[src/rtl/dm_arbiter.sv]
// Two-port round-robin arbiter and sequencer for the single-port data memory.
// Port 0 is the CPU MEM stage, port 1 is the debug/DMA port. Each grant runs
// IDLE -> ACCESS -> DONE: the memory is driven for exactly one cycle in ACCESS,
// and the owner sees a one-cycle ack in DONE with registered err/rdata.
// Illegal accesses (range, alignment, bad op, load/store mismatch) are
// flagged here and reach the memory with the write enable suppressed.
module dm_arbiter #(
  parameter logic [31:0] ADDR_LIMIT = 32'h0000_1000
) (
  input  logic        clk,
  input  logic        reset,

  input  logic        m0_req,
  input  logic        m0_we,
  input  logic [2:0]  m0_op,
  input  logic [31:0] m0_addr,
  input  logic [31:0] m0_wdata,
  output logic        m0_ack,
  output logic        m0_err,
  output logic [31:0] m0_rdata,

  input  logic        m1_req,
  input  logic        m1_we,
  input  logic [2:0]  m1_op,
  input  logic [31:0] m1_addr,
  input  logic [31:0] m1_wdata,
  output logic        m1_ack,
  output logic        m1_err,
  output logic [31:0] m1_rdata,

  output logic [2:0]  dm_op,
  output logic [31:0] dm_addr,
  output logic [31:0] dm_wdata,
  output logic        dm_we,
  input  logic [31:0] dm_rdata,

  output logic        busy
);

  localparam logic [2:0] OpWord  = 3'b000;
  localparam logic [2:0] OpLb    = 3'b001;
  localparam logic [2:0] OpLh    = 3'b010;
  localparam logic [2:0] OpSb    = 3'b011;
  localparam logic [2:0] OpSh    = 3'b100;
  localparam logic [2:0] OpLboez = 3'b101;

  typedef enum logic [1:0] {
    StIdle,
    StAccess,
    StDone
  } state_e;

  state_e      state_q, state_d;

  // Latched command of the current owner
  logic        we_q, we_d;
  logic [2:0]  op_q, op_d;
  logic [31:0] addr_q, addr_d;
  logic [31:0] wdata_q, wdata_d;
  logic        owner_q, owner_d;
  logic        err_q, err_d;
  logic [31:0] rdata_q, rdata_d;

  // Port that won the most recent grant; resets to 1 so port 0 wins the first tie
  logic        last_q, last_d;

  logic        any_req;
  logic        grant_port;
  logic        sel_we;
  logic [2:0]  sel_op;
  logic [31:0] sel_addr;
  logic [31:0] sel_wdata;
  logic        cmd_err;

  // Round-robin pick: a lone requester wins, a tie goes to the port not granted last
  always_comb begin
    any_req = m0_req | m1_req;
    if (m0_req && m1_req) begin
      grant_port = ~last_q;
    end else begin
      grant_port = m1_req;
    end
  end

  // Mux the winning port's command
  always_comb begin
    if (grant_port) begin
      sel_we    = m1_we;
      sel_op    = m1_op;
      sel_addr  = m1_addr;
      sel_wdata = m1_wdata;
    end else begin
      sel_we    = m0_we;
      sel_op    = m0_op;
      sel_addr  = m0_addr;
      sel_wdata = m0_wdata;
    end
  end

  // Legality check of the winning command
  always_comb begin
    cmd_err = 1'b0;
    if (sel_addr >= ADDR_LIMIT) begin
      cmd_err = 1'b1;
    end
    case (sel_op)
      OpWord: begin
        if (sel_addr[1:0] != 2'b00) cmd_err = 1'b1;
      end
      OpLb, OpLboez: begin
        if (sel_we) cmd_err = 1'b1;
      end
      OpLh: begin
        if (sel_addr[0] || sel_we) cmd_err = 1'b1;
      end
      OpSb: begin
        if (!sel_we) cmd_err = 1'b1;
      end
      OpSh: begin
        if (sel_addr[0] || !sel_we) cmd_err = 1'b1;
      end
      default: cmd_err = 1'b1;
    endcase
  end

  // Next-state and latch control
  always_comb begin
    state_d = state_q;
    we_d    = we_q;
    op_d    = op_q;
    addr_d  = addr_q;
    wdata_d = wdata_q;
    owner_d = owner_q;
    err_d   = err_q;
    rdata_d = rdata_q;
    last_d  = last_q;

    unique case (state_q)
      StIdle: begin
        if (any_req) begin
          we_d    = sel_we;
          op_d    = sel_op;
          addr_d  = sel_addr;
          wdata_d = sel_wdata;
          owner_d = grant_port;
          last_d  = grant_port;
          err_d   = cmd_err;
          state_d = StAccess;
        end
      end
      StAccess: begin
        // Only a clean load returns memory data; stores and errors return 0
        rdata_d = (!we_q && !err_q) ? dm_rdata : 32'h0;
        state_d = StDone;
      end
      StDone: begin
        state_d = StIdle;
      end
      default: begin
        state_d = StIdle;
      end
    endcase
  end

  // State and command registers
  always_ff @(posedge clk or negedge reset) begin
    if (!reset) begin
      state_q <= StIdle;
      we_q    <= 1'b0;
      op_q    <= 3'b000;
      addr_q  <= 32'h0;
      wdata_q <= 32'h0;
      owner_q <= 1'b0;
      err_q   <= 1'b0;
      rdata_q <= 32'h0;
      last_q  <= 1'b1;
    end else begin
      state_q <= state_d;
      we_q    <= we_d;
      op_q    <= op_d;
      addr_q  <= addr_d;
      wdata_q <= wdata_d;
      owner_q <= owner_d;
      err_q   <= err_d;
      rdata_q <= rdata_d;
      last_q  <= last_d;
    end
  end

  // Memory-side and requester-side outputs decoded from the current state
  always_comb begin
    dm_op    = op_q;
    dm_addr  = addr_q;
    dm_wdata = wdata_q;
    // Reset clears state_q asynchronously, so an aborted store never commits
    dm_we    = (state_q == StAccess) && we_q && !err_q;
    busy     = (state_q != StIdle);

    m0_ack   = 1'b0;
    m0_err   = 1'b0;
    m0_rdata = 32'h0;
    m1_ack   = 1'b0;
    m1_err   = 1'b0;
    m1_rdata = 32'h0;

    if (state_q == StDone) begin
      if (owner_q) begin
        m1_ack   = 1'b1;
        m1_err   = err_q;
        m1_rdata = rdata_q;
      end else begin
        m0_ack   = 1'b1;
        m0_err   = err_q;
        m0_rdata = rdata_q;
      end
    end
  end

endmodule
[config.mk]
export PLATFORM = sky130hd
export DESIGN_NAME = dm_arbiter
export DESIGN_NICKNAME = d
export VERILOG_FILES = /design/src/rtl/dm_arbiter.sv
export SDC_FILE = /design/constraint.sdc
export NUM_CORES = 1
export LEC_CHECK = 0
export ABC_AREA = 1
export BUFFER_PORTS_ARGS = -buffer_cell sky130_fd_sc_hd__buf_2
export CORE_ASPECT_RATIO = 1.75
export CORE_MARGIN = 5
export CORE_UTILIZATION = 25
export DETAILED_ROUTE_END_ITERATION = 8
export PLACE_DENSITY = 0.51
export SLEW_MARGIN = 20
export SYNTH_ARGS = -nofsm -noshare
export SYNTH_HDL_FRONTEND = slang
export SYNTH_SLANG_ARGS = --single-unit
[constraint.sdc]
create_clock -name clk -period 2.7 [get_ports clk]
set_input_delay 0.135 -clock clk [delete_from_list [all_inputs] [get_ports clk]]
set_output_delay 0.135 -clock clk [all_outputs]
set_load 0.02 [all_outputs]
==> Yosys cells after proc, flatten, opt, wreduce, memory -nomap -nowiden <==
Index checks and enable logic that the tools add are counted.
W data, S select, Z words.
{ "word_totals": {"reg_bits": 105, "in_bits": 172, "output_inout_bits": 137, "elab_cells": 62} }
{ "classes": {"n_lt_le_gt_ge": 1, "n_eq_ne": 8, "muxes": 27, "n_bitwise": 2, "n_reduce_logical": 15} }
{ "op_table": {"columns": ["cell", "count"], "rows": [
  ["$mux W32", 7],
  ["$ge A32 B13 Y1 const B", 1],
  ["$mux W1", 16],
  ["$eq A3 B2 Y1 const B", 2],
  ["$eq A3 B3 Y1 const B", 2],
  ["$pmux W1 S5", 1],
  ["$logic_and A1 B1 Y1", 4],
  ["$pmux W2 S2", 1],
  ["$reduce_bool A2 Y1", 2],
  ["$eq A3 B1 Y1 const B", 1],
  ["$logic_not A1 Y1", 3],
  ["$logic_not A3 Y1", 1],
  ["$mux W3", 1],
  ["$eq A2 B1 Y1 const B", 1],
  ["$eq A2 B2 Y1 const B", 1],
  ["$logic_not A2 Y1", 1],
  ["$logic_or A1 B1 Y1", 2],
  ["$mux W2", 1],
  ["$ne A2 B2 Y1 const B", 1],
  ["$reduce_and A2 Y1", 1],
  ["$reduce_or A2 Y1", 1],
  ["$not A1 Y1", 1],
  ["$or A1 B1 Y1", 1]
]} }

==> Logic depth before layout (Yosys ltp) <==
Gate-level depths: netlist (run 1).
{ "logic_depth": {"depth_word": 7, "ltp_mapped": 11} }

==> Least setup slack after synthesis (run 1) <==
OpenSTA, ideal clock, no wires.
{ "synth_timing": {"kind": "register to output", "from": "register state_q[0]", "to": "output port m1_rdata[10]", "t_arrival_ns": 1.498, "slack_ns": 1.067, "stages_incl_launch_ff": 7, "n_path_buf": 1, "cell_sequence": "dfrtp_1 > nor2_1 > inv_1 > nor2_1 > inv_1 > buf_1 > nor2_1"} }
{ "synth_between": {"elab_chain_len": 2} }
{ "synth_rtl": {"columns": ["item", "line_no", "rtl"], "rows": [
  ["start, declared", "53", "state_e state_q, state_d;"],
  ["start signal, assigned", "168", "state_q <= StIdle;"],
  ["start signal, assigned", "178", "state_q <= state_d;"],
  ["$eq A2 B2 Y1", "206", "if (state_q == StDone) begin"],
  ["$mux W32", "206", null],
  ["end, declared", "29", "output logic [31:0] m1_rdata,"]
]} }
No other way between the ends.

==> Worst setup path in the final report (run 1) <==
{ "layout_timing": {"from": "register state_q[1]", "to": "output port m0_rdata[30]"} }
{ "layout_between": {"elab_chain_len": 2} }
{ "layout_rtl": {"columns": ["item", "line_no", "rtl"], "rows": [
  ["$eq A2 B2 Y1", "206", null],
  ["$mux W32", "206", null],
  ["end, declared", "20", "output logic [31:0] m0_rdata,"]
]} }
No other way between the ends.

==> results of run 1 <==
==> flip-flops by register name (all words and copies together), names as in the netlist, 2 cells and up <==
name and count:
rdata_q 32, dm_op 3, dm_wdata 32, dm_addr 32, state_q 2
==> routing by layer <==
metal  vias to the layer above  GRT usage  wire (um)
li1                       2753          -          -
met1                      2445      0.182       7520
met2                       176      0.301      10500
met3                        35     0.0321        941
met4                         2     0.0778        614
met5                         -          0         20
==> kinds of logic (layout without fill, tap and decap cells) <==
group | after synthesis | after routing | synth area share
buffers and inverters | 97 | 388 | 0.0742
other | 0 | 2 | 0
DFF | 105 | 105 | 0.516
AOI/OAI and AO/OA | 139 | 139 | 0.143
and+or+nand+nor | 340 | 340 | 0.267
==> path summary, 6_finish.rpt <==
check | startpoint | endpoint | slack [ps]
worst min register to register | last_q | last_q | 470
min in group asynchronous | reset | rdata_q[23] | 330
worst min-delay path | dm_rdata[23] | rdata_q[23] | 20
worst max register to register | last_q | err_q | 810
max in group asynchronous | reset | dm_addr[18] | 1500
worst max-delay path | state_q[1] | m0_rdata[30] | 540
==> power breakdown <==
group / internal (mW) / total, mW / leakage [nW] / switching (mW)
clock network: 0.931 / 1.52 / 0.166 / 0.592
logic: 0.927 / 3.04 / 2.29 / 2.11
registers: 2.13 / 2.42 / 1.30 / 0.298
total: 3.99 / 6.99 / 3.76 / 3.01
==> worst register-to-register path, cell delays in order (launching register included) <==
cell and delay (ps):
dfstp_2 530, nand2_1 80, nand2_2 70, buf_4 380, nand2_1 110, o21ai_0 130
nand3_1 140, nor2_1 130, nand2_1 60, nor2_1 80, a21oi_1 60
==> cell type report <==
type	instances	area (um^2)
antenna	2	5.00
clock buffer	11	243
clock inverter	5	103
fill	2220	13000
inverter	52	195
multi-input combinational	479	2100
sequential	105	2630
tap	248	310
timing repair buffer	320	1660
==> cells in the final DEF (no fill, tap or decap), types with 2 or more instances in the layout <==
cell | Yosys | routed
a31oi_1 | 26 | 26
nand3_1 | 53 | 53
dfrtp_1 | 104 | 104
inv_2 | 2 | 2
bufinv_16 | 0 | 3
buf_12 | 0 | 2
diode_2 | 0 | 2
a21oi_1 | 2 | 2
o21ai_1 | 2 | 2
inv_1 | 50 | 50
nor2_4 | 1 | 2
clkbuf_16 | 0 | 9
buf_4 | 0 | 10
nand2_1 | 135 | 135
o21ai_0 | 109 | 109
buf_2 | 11 | 307
nor2_1 | 148 | 146
==> per-stage QoR <==
stage | hold WS, ps | cell area [um^2] | power, mW
2_1_floorplan | -161 | 5090 | 4.31
3_3_place_gp | 179 | 6880 | 5.54
3_5_place_dp | 190 | 6880 | 5.58
4_1_cts | 0.481 | 7240 | 7.15
5_1_grt | 13.9 | 7240 | 7.54
6_report | 18.7 | 7240 | 6.99
==> results.md, run 1 <==
- Post-CTS setup buffer count: 0
- Hold WC Path Type: primary input to register
- Avg Vias per Cell: 4.43
- Routed len/inst: roughly 16 um
- Pwr per Cell Area: between 900 and 1000 mW/mm^2
- Tot GR Track Use: 0.165
- Share of layout cells above drive strength 1: 0.352
- Buf+Inv Stages, Crit Path: 4
- Outcome: finished clean
- # setup viols final: 0
- TritonCTS clock tree: yes
- Worst skew pair latency: ~350 ps
- Fin cells: 1,222
- First-pass DRT Iterations: 4
- First-pass GRT wire length: 30,500 um
- Core Util, Final: 0.359
- Crit path max fanout: 33
- Clock Path Buffers: 2
- F_max: around 0.46 GHz
- Levels on crit path: 7
- Top-count cell post-synth: nor2_1
- Tcrit/Tclk final: 0.800
- Largest net degree at the start of global routing: 65
- CP startpoint kind: register
- WL final: between 15,000 and 20,000 um
- Number of global-route vias before repair: 5,615
- GR Overflow Total: 0
- Clock transition at path regs: roughly 70 ps
- #FFs+latches synth: 105
- Max incr delay on CP: about 740 ps
- Detail Placement HPWL: 15,100 um
- Fin Setup TNS: 0 ps
- Core area: 0.0202 mm^2
- Hold Fails Final Rpt: 0
- Vias: 5,411
- Detail Route Antenna Nets: 0
- Tmin final: 2160 ps
- Synth Net Count: 853
- Initial DRC count: 177
- Chip Height: 199 um
- Area contributors post-synth: dfrtp_1, nor2_1, o21ai_0, nand2_1, nand3_1
- Maxcap violations: 0
- Final GP Congestion: 0.841
- IO Pins: a little over 300
- H-tree levels: 3
- Site Rows: just under 70
- Clock sinks: 105
- # hold bufs at CTS: 1
- Top delay family on crit path: buffers and inverters
- Root buf cell: clkbuf_16
- Max-slew violation count: 0
- Starting density of the core: 0.252
- Number of synthesized flops with an enable pin: 0
- Post-Syn Instances: 681
- DIE WIDTH: 118 um
- RSZ-0062 raised after global routing: false
- Initial antenna violation count: 3
- Post_cts resized: 0
- WP data arrival: 2020 ps
- Worst reg2reg path depth: 10
- Synth area leader: dfrtp_1
- I/O Buffers: 308
- Final net count: 1,139
- Skew final: 7.84 ps
- Placed Instances: 1,203
- Pre-CTS setup slack: just under 800 ps
- Tightest Pin Transition: 1030 ps
- Leak: 3.76 nW
- Clock buffer count from CTS: 9
- Most frequent cells after synthesis: nor2_1, nand2_1, o21ai_0
- Slowest-stage cell, CP: inv_1
- Post-synth ARST share: 1.00
- Yosys top cell area share: 0.511
- Post-synthesis cell type count: 18
- Worst Hold Depth: 3
- Synth Flop Type: dfrtp_1
- Post-Syn Area: 0.00509 mm^2
- Syn Area/Cell: between 7 and 8 um^2
- Slew margin rel.: 0.309
- Worst path cell trace: inv_1, nor2_1, inv_1, nor2_1, inv_1, nor2_1, buf_2
- Layout area overhead: 42.2%
- Ys Warns: 0
- IR drop worst, VDD: ~0.00042 V
- Setup crit end kind: primary output
- Die area: between 0.02 and 0.025 mm^2
- Worst setup margin: 540 ps
- CP required: approximately 2600 ps
- Post-synthesis sequential area ratio: 0.516
- DR DRC count: 0
- CP Class: register to primary output
No activity file was read; power rests on OpenSTA's default activity.
==> run 2: changes to the inputs <==
clock period = 2.1 ns   (was 2.7 ns; I/O delays follow)
==> run 2 against run 1 <==
Against the previous run: non-clock buffer count increased by 45; die area unchanged; clock-buffer cell count decreased by 2; critical path type is now register to register; critical endpoint is now dm_addr[7]; largest cell class unchanged.
==> results.md, run 2 (synthesis results as in run 1) <==
- Outcome: finished clean
- Setup crit end kind: register
- GR Overflow Total: 0 (unchanged)
- Worst path cell trace: inv_1, nand2_1, nor2_4, buf_12, nor2_1, a31oi_1, dlygate4sd3_1
- F_max: approximately 0.51 GHz
- Clock network power share: 0.192 (-0.026)
- Starting density of the core: 0.252 (unchanged)
- Worst skew pair latency: 350 ps (about the same)
- P_int: 5.02 mW (+26%)
- Final GP Congestion: 0.828 (-1.5%)
- Layout area overhead: 50.5%
- Post-CTS setup buffer count: 0 (unchanged)
- Buf+Inv Stages, Crit Path: 3 (-1)
- Sequential Power Share: 0.346 (about the same)
- Detail Placement HPWL: 15,100 um (-0.13%)
- IO Pins: 309 (unchanged)
- Tmin final: 1940 ps
- Max Used Layer: met5
- Clock buffer count from CTS: 9 (unchanged)
- Tightest Pin Transition: 599 ps (-436 ps)
- Die area: 0.0234 mm^2 (unchanged)
- Fin Setup TNS: 0 ps (unchanged)
- WP data arrival: 2230 ps (+210 ps)
- Most common cell after layout, fill and taps aside: buf_2
- Hold Path Origin: m1_addr[11]
- Critical path origin: state_q[0]
- TritonCTS clock tree: yes
- Largest net degree at the start of global routing: 106 (+63%)
- CP required: 2380 ps (-190 ps)
- CP startpoint kind: register
- CP Capture Point: dm_addr[7]
- H-tree levels: 3 (unchanged)
- Crit path max fanout: 54 (+64%)
- DIE WIDTH: 118 um (unchanged)
- Site Rows: 69 (unchanged)
- Reg2Reg Capture Point: dm_addr[7]
- Leak: 3.94 nW (+4.8%)
- Routed len/inst: 15.8 um (-1.6%)
- Number of global-route vias before repair: 5,806 (+3.4%)
- First-pass GRT wire length: 31,300 um (+2.7%)
- Share of layout cells above drive strength 1: 0.343 (-0.00869)
- Final net count: 1,184 (+4.0%)
- Worst setup margin: 155 ps (-385 ps)
- Slowest-stage cell, CP: dlygate4sd3_1
- Maxcap violations: 0 (unchanged)
- Skew final: 9.40 ps (+1.56 ps)
- CP Class: register to register
- Vias: 5,638 (+4.2%)
- Initial DRC count: 237 (+34%)
- Core area: 0.0202 mm^2 (unchanged)
- Avg Vias per Cell: 4.45 (+0.49%)
- IR drop worst, VDD: 0.000415 V (about the same)
- Max incr delay on CP: 590 ps (-150 ps)
- Met3 wire len: 1070 um (+14%)
- RSZ-0062 raised after global routing: false
- Fill count: 2,207 (-0.59%)
- WL final: 20,000 um (+2.0%)
- Hold WC Path Type: primary input to register
- R2r startpoint: state_q[0]
- Reg2reg setup slack: 160 ps (-650 ps)
- Top delay family on crit path: buffers and inverters
- Worst reg2reg path depth: 7 (-3)
- Max-slew violation count: 0 (unchanged)
- Detail Route Antenna Nets: 0 (unchanged)
- Met2 WL: 10,800 um (+2.1%)
- Most frequent cells in the layout: buf_2, nor2_1, nand2_1, o21ai_0, dfrtp_1
- Gate power share: 0.462 (+0.027)
- Pwr per Cell Area: 1170 mW/mm^2 (+21%)
- Chip Height: 199 um (unchanged)
- Psw: 3.94 mW (+31%)
- # setup viols final: 0 (unchanged)
- I/O Buffers: 308 (unchanged)
- M1 wire length: 7440 um (-1.1%)
- Clock sinks: 105 (unchanged)
- First-pass DRT Iterations: 4 (unchanged)
- DR DRC count: 0 (unchanged)
- Tcrit/Tclk final: 0.926
- Slew margin rel.: 0.601 (+0.291)
- Clock Path Buffers: 2 (unchanged)
- Clock transition at path regs: 70 ps (about the same)
- Root buf cell: clkbuf_16
- Switching Fraction: 0.440 (+0.00979)
- Hold Fails Final Rpt: 0 (unchanged)
- Pre-CTS setup slack: 233 ps (-548 ps)
- Tot GR Track Use: 0.167 (+0.00276)
- Initial antenna violation count: 3 (unchanged)
- Levels on crit path: 7 (unchanged)
## run 2: cell types whose count changed in the layout (fill, tap and decap cells not counted), moves of 2 or more
cell           delta
dlygate4sd3_1    +40
clkinv_2          +2
bufinv_16         -2
buf_6             +2
buf_12            +2
## run 2: worst min-delay path by stage
stage	endpoint	cells after the start	slack (ps)
2_1_floorplan	dm_addr[0]	0	-190
3_3_place_gp	rdata_q[23]	2	240
4_1_cts	dm_addr[2]	3	0.5
6_report	dm_addr[11]	3	10
3_5_place_dp	rdata_q[20]	2	230
5_1_grt	dm_addr[6]	3	10
## run 2: metrics by stage
stage | hold WS, ps | std cells | util | power [mW] | area (um^2)
finish | 13.5 | 1267 | 0.379 | 8.95 | 7670
global route | 10.4 | 1267 | 0.379 | 9.63 | 7670
CTS | 0.500 | 1265 | 0.379 | 9.11 | 7650
detailed placement | 234 | 1208 | 0.344 | 7.23 | 6950
global placement | 238 | 1208 | 0.344 | 7.21 | 6950
floorplan | -191 | 681 | - | 5.55 | 5090
## run 2: power groups by stage
stage	registers (mW)	clock network, mW	logic (mW)
floorplan	3.91	0	1.63
global placement	3.14	0	4.07
detailed placement	3.13	0	4.10
CTS	3.11	1.80	4.21
global route	3.19	1.87	4.57
finish	3.10	1.72	4.13
## run 2: timing repair
item	in CTS	in global routing
endpoints found under the hold margin	141	0
endpoints found under the setup margin	0	3
hold buffers	41	0
gates resized for setup	0	3
## run 2: worst min-delay path, cell delays in order
cell,delay (ps)
buf_2,100
nand2_1,60
a31oi_1,70
## run 2: layout make-up
class                      instances  area, um^2  share of cell area
tap                              248         310              0.0405
clock inverter                     7        70.1             0.00914
timing repair buffer             365        2130               0.278
antenna                            2        5.00            0.000653
inverter                          52         195              0.0255
multi-input combinational        479        2100               0.274
sequential                       105        2630               0.343
clock buffer                       9         225              0.0294
## run 2: routing by layer
layer  vias to the layer above  GRT usage
met2                       190      0.303
met4                         2     0.0859
met3                        46     0.0367
li1                       2851          -
met1                      2549      0.182
met5                         -          0
